### config.mk
export PLATFORM = sky130hd
export DESIGN_NAME = fetch_ctrl_flat
export DESIGN_NICKNAME = d
export VERILOG_FILES = /design/src/rtl/fetch_ctrl_if.sv /design/src/rtl/fetch_ctrl.sv /design/src/flat_wrapper.sv
export SDC_FILE = /design/constraint.sdc
export NUM_CORES = 1
export LEC_CHECK = 0
export BUFFER_PORTS_ARGS = -buffer_cell sky130_fd_sc_hd__buf_2
export CAP_MARGIN = 20
export CORE_MARGIN = 4
export CORE_UTILIZATION = 29
export CTS_CLUSTER_DIAMETER = 40
export DETAILED_ROUTE_END_ITERATION = 10
export HOLD_SLACK_MARGIN = 0.05
export SLEW_MARGIN = 40
export SYNTH_ARGS = -nofsm -noshare
export SYNTH_HDL_FRONTEND = slang
export SYNTH_SLANG_ARGS = --single-unit
export TNS_END_PERCENT = 100
### constraint.sdc
create_clock -name clk -period 1.8 [get_ports clk]
set_clock_uncertainty 0.2 [all_clocks]
set_input_delay 0.36 -clock clk [delete_from_list [all_inputs] [get_ports clk]]
set_output_delay 0.36 -clock clk [all_outputs]
set_load 0.05 [all_outputs]
### src/rtl/fetch_ctrl_if.sv
`default_nettype none
// ============================================================================
// fetch_ctrl_if
//   Handshake bundle between the pipeline and the fetch sequencing controller.
//   Rev 1.0 - initial release
// ============================================================================
interface fetch_ctrl_if;
    logic        br_take;
    logic [1:0]  br_kind;
    logic        hz_stall;
    logic        md_start;
    logic [1:0]  md_op;
    logic        md_use;
    logic        pc_en;
    logic [1:0]  pcsrc;
    logic        fd_en;
    logic        de_clr;
    logic        md_busy;
    logic [31:0] stall_cycles;

    modport master (
        output br_take, br_kind, hz_stall, md_start, md_op, md_use,
        input  pc_en, pcsrc, fd_en, de_clr, md_busy, stall_cycles
    );

    modport slave (
        input  br_take, br_kind, hz_stall, md_start, md_op, md_use,
        output pc_en, pcsrc, fd_en, de_clr, md_busy, stall_cycles
    );
endinterface
`default_nettype wire

### src/rtl/fetch_ctrl.sv
`default_nettype none
// ============================================================================
// fetch_ctrl
//   Fetch-stage sequencing: PC enable/select, F/D hold, D/E bubble and the
//   mult/div busy window. Optional stall counter under FETCH_CTRL_PERF_EN.
//   Rev 1.0 - initial release
// ============================================================================
module fetch_ctrl #(
    parameter int MULT_CYCLES = 5,
    parameter int DIV_CYCLES  = 10,
    parameter int CNT_W       = 4
) (
    input  wire logic   clk,
    input  wire logic   reset,
    fetch_ctrl_if.slave bus
);

    typedef enum logic [0:0] {
        RUN  = 1'b0,
        BUSY = 1'b1
    } state_t;

    localparam logic [CNT_W-1:0] C_MULT_LOAD = CNT_W'(MULT_CYCLES);
    localparam logic [CNT_W-1:0] C_DIV_LOAD  = CNT_W'(DIV_CYCLES);
    localparam logic [CNT_W-1:0] C_CNT_ONE   = CNT_W'(1);

    state_t           r_state;
    state_t           w_state_nxt;
    logic [CNT_W-1:0] r_cnt;
    logic [CNT_W-1:0] w_cnt_nxt;
    logic             w_md_busy;
    logic             w_stall;
    logic             w_unused;

    // Only the mult/div distinction matters here; signedness is the unit's concern.
    assign w_unused = bus.md_op[0];

    always_ff @(posedge clk or negedge reset) begin
        if (!reset) begin
            r_state <= RUN;
            r_cnt   <= '0;
        end else begin
            r_state <= w_state_nxt;
            r_cnt   <= w_cnt_nxt;
        end
    end

    always_comb begin
        w_state_nxt = r_state;
        w_cnt_nxt   = r_cnt;
        w_md_busy   = 1'b0;
        case (r_state)
            RUN: begin
                if (bus.md_start) begin
                    w_state_nxt = BUSY;
                    w_cnt_nxt   = bus.md_op[1] ? C_DIV_LOAD : C_MULT_LOAD;
                end
            end
            BUSY: begin
                w_md_busy = 1'b1;
                if (r_cnt == C_CNT_ONE) begin
                    w_state_nxt = RUN;
                    w_cnt_nxt   = '0;
                end else begin
                    w_cnt_nxt   = r_cnt - C_CNT_ONE;
                end
            end
        endcase
    end

    // A start in the same cycle as an md_use must already hold the pipeline.
    assign w_stall = bus.hz_stall | (bus.md_use & (w_md_busy | bus.md_start));

    always_comb begin
        bus.md_busy = w_md_busy;
        bus.pc_en   = ~w_stall;
        bus.fd_en   = ~w_stall;
        bus.de_clr  = w_stall;
        bus.pcsrc   = 2'b00;
        if (!w_stall && bus.br_take) begin
            bus.pcsrc = bus.br_kind;
        end
    end

`ifdef FETCH_CTRL_PERF_EN
    logic [31:0] r_stall_cycles;

    always_ff @(posedge clk or negedge reset) begin
        if (!reset) begin
            r_stall_cycles <= 32'h0;
        end else if (w_stall && (r_stall_cycles != 32'hFFFF_FFFF)) begin
            r_stall_cycles <= r_stall_cycles + 32'd1;
        end
    end

    assign bus.stall_cycles = r_stall_cycles;
`else
    assign bus.stall_cycles = 32'h0;
`endif

endmodule
`default_nettype wire

### src/flat_wrapper.sv
// flat-port wrapper written by rule: the top's interface ports become plain ports
module fetch_ctrl_flat 
#(
    parameter int MULT_CYCLES = 5,
    parameter int DIV_CYCLES  = 10,
    parameter int CNT_W       = 4
)
  (clk, reset, bus_br_take, bus_br_kind, bus_hz_stall, bus_md_start, bus_md_op, bus_md_use, bus_pc_en, bus_pcsrc, bus_fd_en, bus_de_clr, bus_md_busy, bus_stall_cycles);
  fetch_ctrl_if bus_i ();
  input  wire logic clk;
  input  wire logic reset;
  input wire logic [$bits(bus_i.br_take)-1:0] bus_br_take;
  input wire logic [$bits(bus_i.br_kind)-1:0] bus_br_kind;
  input wire logic [$bits(bus_i.hz_stall)-1:0] bus_hz_stall;
  input wire logic [$bits(bus_i.md_start)-1:0] bus_md_start;
  input wire logic [$bits(bus_i.md_op)-1:0] bus_md_op;
  input wire logic [$bits(bus_i.md_use)-1:0] bus_md_use;
  output wire logic [$bits(bus_i.pc_en)-1:0] bus_pc_en;
  output wire logic [$bits(bus_i.pcsrc)-1:0] bus_pcsrc;
  output wire logic [$bits(bus_i.fd_en)-1:0] bus_fd_en;
  output wire logic [$bits(bus_i.de_clr)-1:0] bus_de_clr;
  output wire logic [$bits(bus_i.md_busy)-1:0] bus_md_busy;
  output wire logic [$bits(bus_i.stall_cycles)-1:0] bus_stall_cycles;
  assign bus_i.br_take = bus_br_take;
  assign bus_i.br_kind = bus_br_kind;
  assign bus_i.hz_stall = bus_hz_stall;
  assign bus_i.md_start = bus_md_start;
  assign bus_i.md_op = bus_md_op;
  assign bus_i.md_use = bus_md_use;
  assign bus_pc_en = bus_i.pc_en;
  assign bus_pcsrc = bus_i.pcsrc;
  assign bus_fd_en = bus_i.fd_en;
  assign bus_de_clr = bus_i.de_clr;
  assign bus_md_busy = bus_i.md_busy;
  assign bus_stall_cycles = bus_i.stall_cycles;
  fetch_ctrl #(.MULT_CYCLES(MULT_CYCLES), .DIV_CYCLES(DIV_CYCLES), .CNT_W(CNT_W)) u_core (.clk(clk), .reset(reset), .bus(bus_i));
endmodule
* Yosys cells after proc, flatten, opt, wreduce, memory -nomap -nowiden
Cells that the tools add are included.
** Word-level totals
- Flip-flop bits (word level) :: 5
- Input bits :: 10
- Output and inout port bits :: 38
** Cells by class
- Add/subtract/negate cells :: 1
- Eq/ne operators :: 2
- Multiplexer cells :: 9
- Bitwise gates (word level) :: 5
- Reductions and logical operators :: 2
** Operator list (number)
- $mux W4 :: 3
- $pmux W4 S2 :: 1
- $eq A4 B1 Y1 const B :: 1
- $sub A4 B1 Y4 const B :: 1
- $mux W1 :: 3
- $mux W2 :: 1
- $ne A2 B2 Y1 const B :: 1
- $not A1 Y1 :: 2
- $or A1 B1 Y1 :: 2
- $pmux W1 S2 :: 1
- $and A1 B1 Y1 :: 1
- $logic_and A1 B1 Y1 :: 1
- $logic_not A1 Y1 :: 1

* Longest topological paths before layout
- Word-level depth :: 7
- Mapped depth :: 5
- Mapped depth without buffers :: 5

* Worst setup path before layout
OpenSTA, ideal clock, no wires.
- Path kind :: reg2out
- Start point :: reg u_core.r_state
- End point :: out bus_pcsrc[0]
- Data arrival time :: 2.440 ns
- Data required time :: 1.240 ns
- Path slack :: -1.200 ns
- Stages on the path, launching flop included :: 4
- Path buffers :: 0
- Cells stage by stage :: dfrtp_1 or2_2 a21oi_1 and3_1
** On the way
- Word-level cells in the longest chain between the ends :: 7
** RTL lines
- start, declared :: line fetch_ctrl.sv:27 : state_t r_state;
- start signal, assigned :: line fetch_ctrl.sv:43 : r_state <= w_state_nxt;
- $mux W1 :: line fetch_ctrl.sv:52 : case (r_state)
- $or A1 B1 Y1 :: line fetch_ctrl.sv:72 : assign w_stall = bus.hz_stall | (bus.md_use & (w_md_busy | bus.md_start));
- $and A1 B1 Y1 :: line fetch_ctrl.sv:72
- $or A1 B1 Y1 :: line fetch_ctrl.sv:72
- $logic_not A1 Y1 :: line fetch_ctrl.sv:80 : if (!w_stall && bus.br_take) begin
- $logic_and A1 B1 Y1 :: line fetch_ctrl.sv:80
- $mux W2 :: line fetch_ctrl.sv:80
- end, declared :: line flat_wrapper.sv:19 : output wire logic [$bits(bus_i.pcsrc)-1:0] bus_pcsrc;
No other way between the ends.

* Worst setup path after layout
Ends and elaborated chain as after synthesis.

==> impl_metrics.env <==
export IMPL_numPortBuffers=14
export IMPL_crit_path_top_delay_cell="dfrtp_2"
export IMPL_reg2reg_slack_ps=270
export IMPL_tritoncts="done"
export IMPL_synth_area_leader_cell="buf_4"
export IMPL_path_clk_slew_ps=40
export IMPL_totalWireLength_um=969
export IMPL_core_area_um2=1780
export IMPL_power_density_nw_per_um2=1340
export IMPL_synth_area_per_cell_um2=8.30
export IMPL_reg2regPathDepth=3
export IMPL_firstDrtPassIters=2
export IMPL_hp_class="input pin to async pin"
export IMPL_crit_arrival_ps=1380
export IMPL_leakage_nw=0.386
export IMPL_outcome="finished, violations left"
export IMPL_nNetsFinal=103
export IMPL_cap_violations=0
export IMPL_endpoint_kind="output port"
export IMPL_die_h_um=52.1
export IMPL_setup_slack_ps=-140
export IMPL_required_ps=1240
export IMPL_dp_cells=107
export IMPL_final_cell_mix="conb_1 (32), buf_2 (9), inv_1 (5), buf_4 (5)"
export IMPL_wl_per_cell_um=8.43
export IMPL_maxClockFrequency_ghz=0.515
export IMPL_path_max_fanout=4
export IMPL_synth_distinct_cells=19
export IMPL_max_stage_delay_ps=390
export IMPL_die_w_um=52.1
export IMPL_row_count=15
export IMPL_syn_to_final_growth_pct=20.4
export IMPL_fin_crit_ps=1940
export IMPL_path_class="flop to output port"
export IMPL_routed_via_density=3.56
export IMPL_slew_viol_final=0
export IMPL_start_kind="flop"
export IMPL_final_hold_viol_count=0
export IMPL_ys_seq_area_share_pct=22.2
export IMPL_yosys_top_cells_area="buf_4 (44%), dfrtp_1 (22%), ha_1 (4.4%)"
export IMPL_ant_nets=0
export IMPL_synth_top_area_share_pct=43.9
export IMPL_rsz0062_at_grt="true"
export IMPL_power_mw=0.913
export IMPL_cts_buffers_inserted=3
export IMPL_clk_path_buf_depth=2
export IMPL_start_util_pct=31.6
export IMPL_layout_cells_non_filler=115
export IMPL_whs_ps=259
export IMPL_grt_usage_pct=6.99
export IMPL_vias=409
export IMPL_gp_congestion=0.766
export IMPL_root_buffer="clkbuf_4"
export IMPL_drtIter0Drc=1
export IMPL_ir_worst_vdd_v=0.000919
export IMPL_clock_sinks=5
export IMPL_ys_seq_elements=5
export IMPL_place_hpwl_um=829
export IMPL_synthCells=68
export IMPL_gr_total_overflow=0
export IMPL_yosys_warnings=0
export IMPL_grt_pass1_vias=301
export IMPL_clkLatencyLatePin_ps=250
export IMPL_mappedNetlistArea_um2=564
export IMPL_cp_cell_sequence="or2_4 -> a21oi_4 -> and3_4 -> buf_8"
export IMPL_setup_viol=5
export IMPL_violations="setup timing"
export IMPL_fin_setup_tns_ps=-525
export IMPL_htree_levels=1
export IMPL_drc=0
export IMPL_fin_util_pct=38.1
export IMPL_grt_pass1_wl_um=1320
export IMPL_grt_max_degree=7
export IMPL_layout_commonest_cell="conb_1"
export IMPL_die_area_um2=2720
export IMPL_finalCritPeriodShare_pct=108
export IMPL_ioPinCount=48
export IMPL_drive_above_1_share_pct=30.0
export IMPL_diodes=0
export IMPL_antenna_found_initial=0
layer usage:
metal	wire, um	share of wire (%)	vias up	GRT usage (%)
met2	452	47	35	9.62
li1	-	-	200	-
met3	177	18	2	4.87
met4	8	0.83	0	3.93
met1	330	34	172	7.81
met5	0	0	-	0
flip-flops by register name, summed over array words and instances, names as in the netlist:
name / flops
u_core.r_state: 1
u_core.r_cnt: 4
final cells by class:
cell class / count / area [um2]
Clock buffer: 4 / 26.3
Sequential cell: 5 / 126
Multi-Input combinational cell: 56 / 313
Inverter: 5 / 18.8
Timing Repair Buffer: 20 / 164
Fill cell: 192 / 1100
Tap cell: 25 / 31.3
power breakdown:
part | internal, mW | total, mW | switching, mW
registers | 0.178 | 0.224 | 0.0467
logic | 0.189 | 0.556 | 0.368
clock network | 0.0840 | 0.133 | 0.0490
total | 0.450 | 0.913 | 0.463
kinds of logic after synthesis:
| family | count (synthesis) | synth area share [%] |
|---|---|---|
| AOI/OAI and AO/OA | 8 | 9.31 |
| adders and majority gates | 2 | 4.43 |
| buffers and inverters | 38 | 47.2 |
| DFF | 5 | 22.2 |
| muxes | 2 | 3.55 |
| other | 1 | 0.665 |
| and+or+nand+nor | 12 | 12.6 |
per-stage QoR:
step                setup WS (ps)  cell area (um2)
finish                       -140              679
global route                 -190              679
CTS                          -164              637
detailed placement           -105              574
global placement            -93.2              574
floorplan                    -304              706
what timing repair did:
action	in CTS	in global routing
gates resized for setup	8	8
hold endpoints to repair	5	0
setup endpoints to repair	5	5
hold buffers	1	0
pin swaps	0	1
setup buffers	0	3
critical path: cells and delay by family, from the launching register on:
family | cells | cell delay [ps]
simple gates | 2 | 450
flops | 1 | 390
compound gates | 1 | 150
buf+inv | 1 | 140
cell usage after synthesis:
master and count:
ha_1 2, mux2i_1 2, buf_4 33, a31oi_1 1, nor2b_1 1, nand2_1 2
o211a_1 1, o31a_1 1, o21ai_0 1, or2_2 1, and2b_1 1, nand2b_1 2
and3_1 3, dfrtp_1 5, or3_1 2, inv_1 5, conb_1 1, a211oi_1 1
a21oi_1 3
final timing paths:
| kind | start | end |
|---|---|---|
| min in group clk | bus_md_op[1] | u_core.r_cnt[2] |
| max | u_core.r_state | bus_pcsrc[0] |
| min reg2reg | u_core.r_cnt[0] | u_core.r_cnt[0] |
| max reg2reg | u_core.r_cnt[2] | u_core.r_cnt[3] |
| max in group asynchronous | reset | u_core.r_state |
| min | reset | u_core.r_cnt[2] |
(Power assumes the default switching activity.)
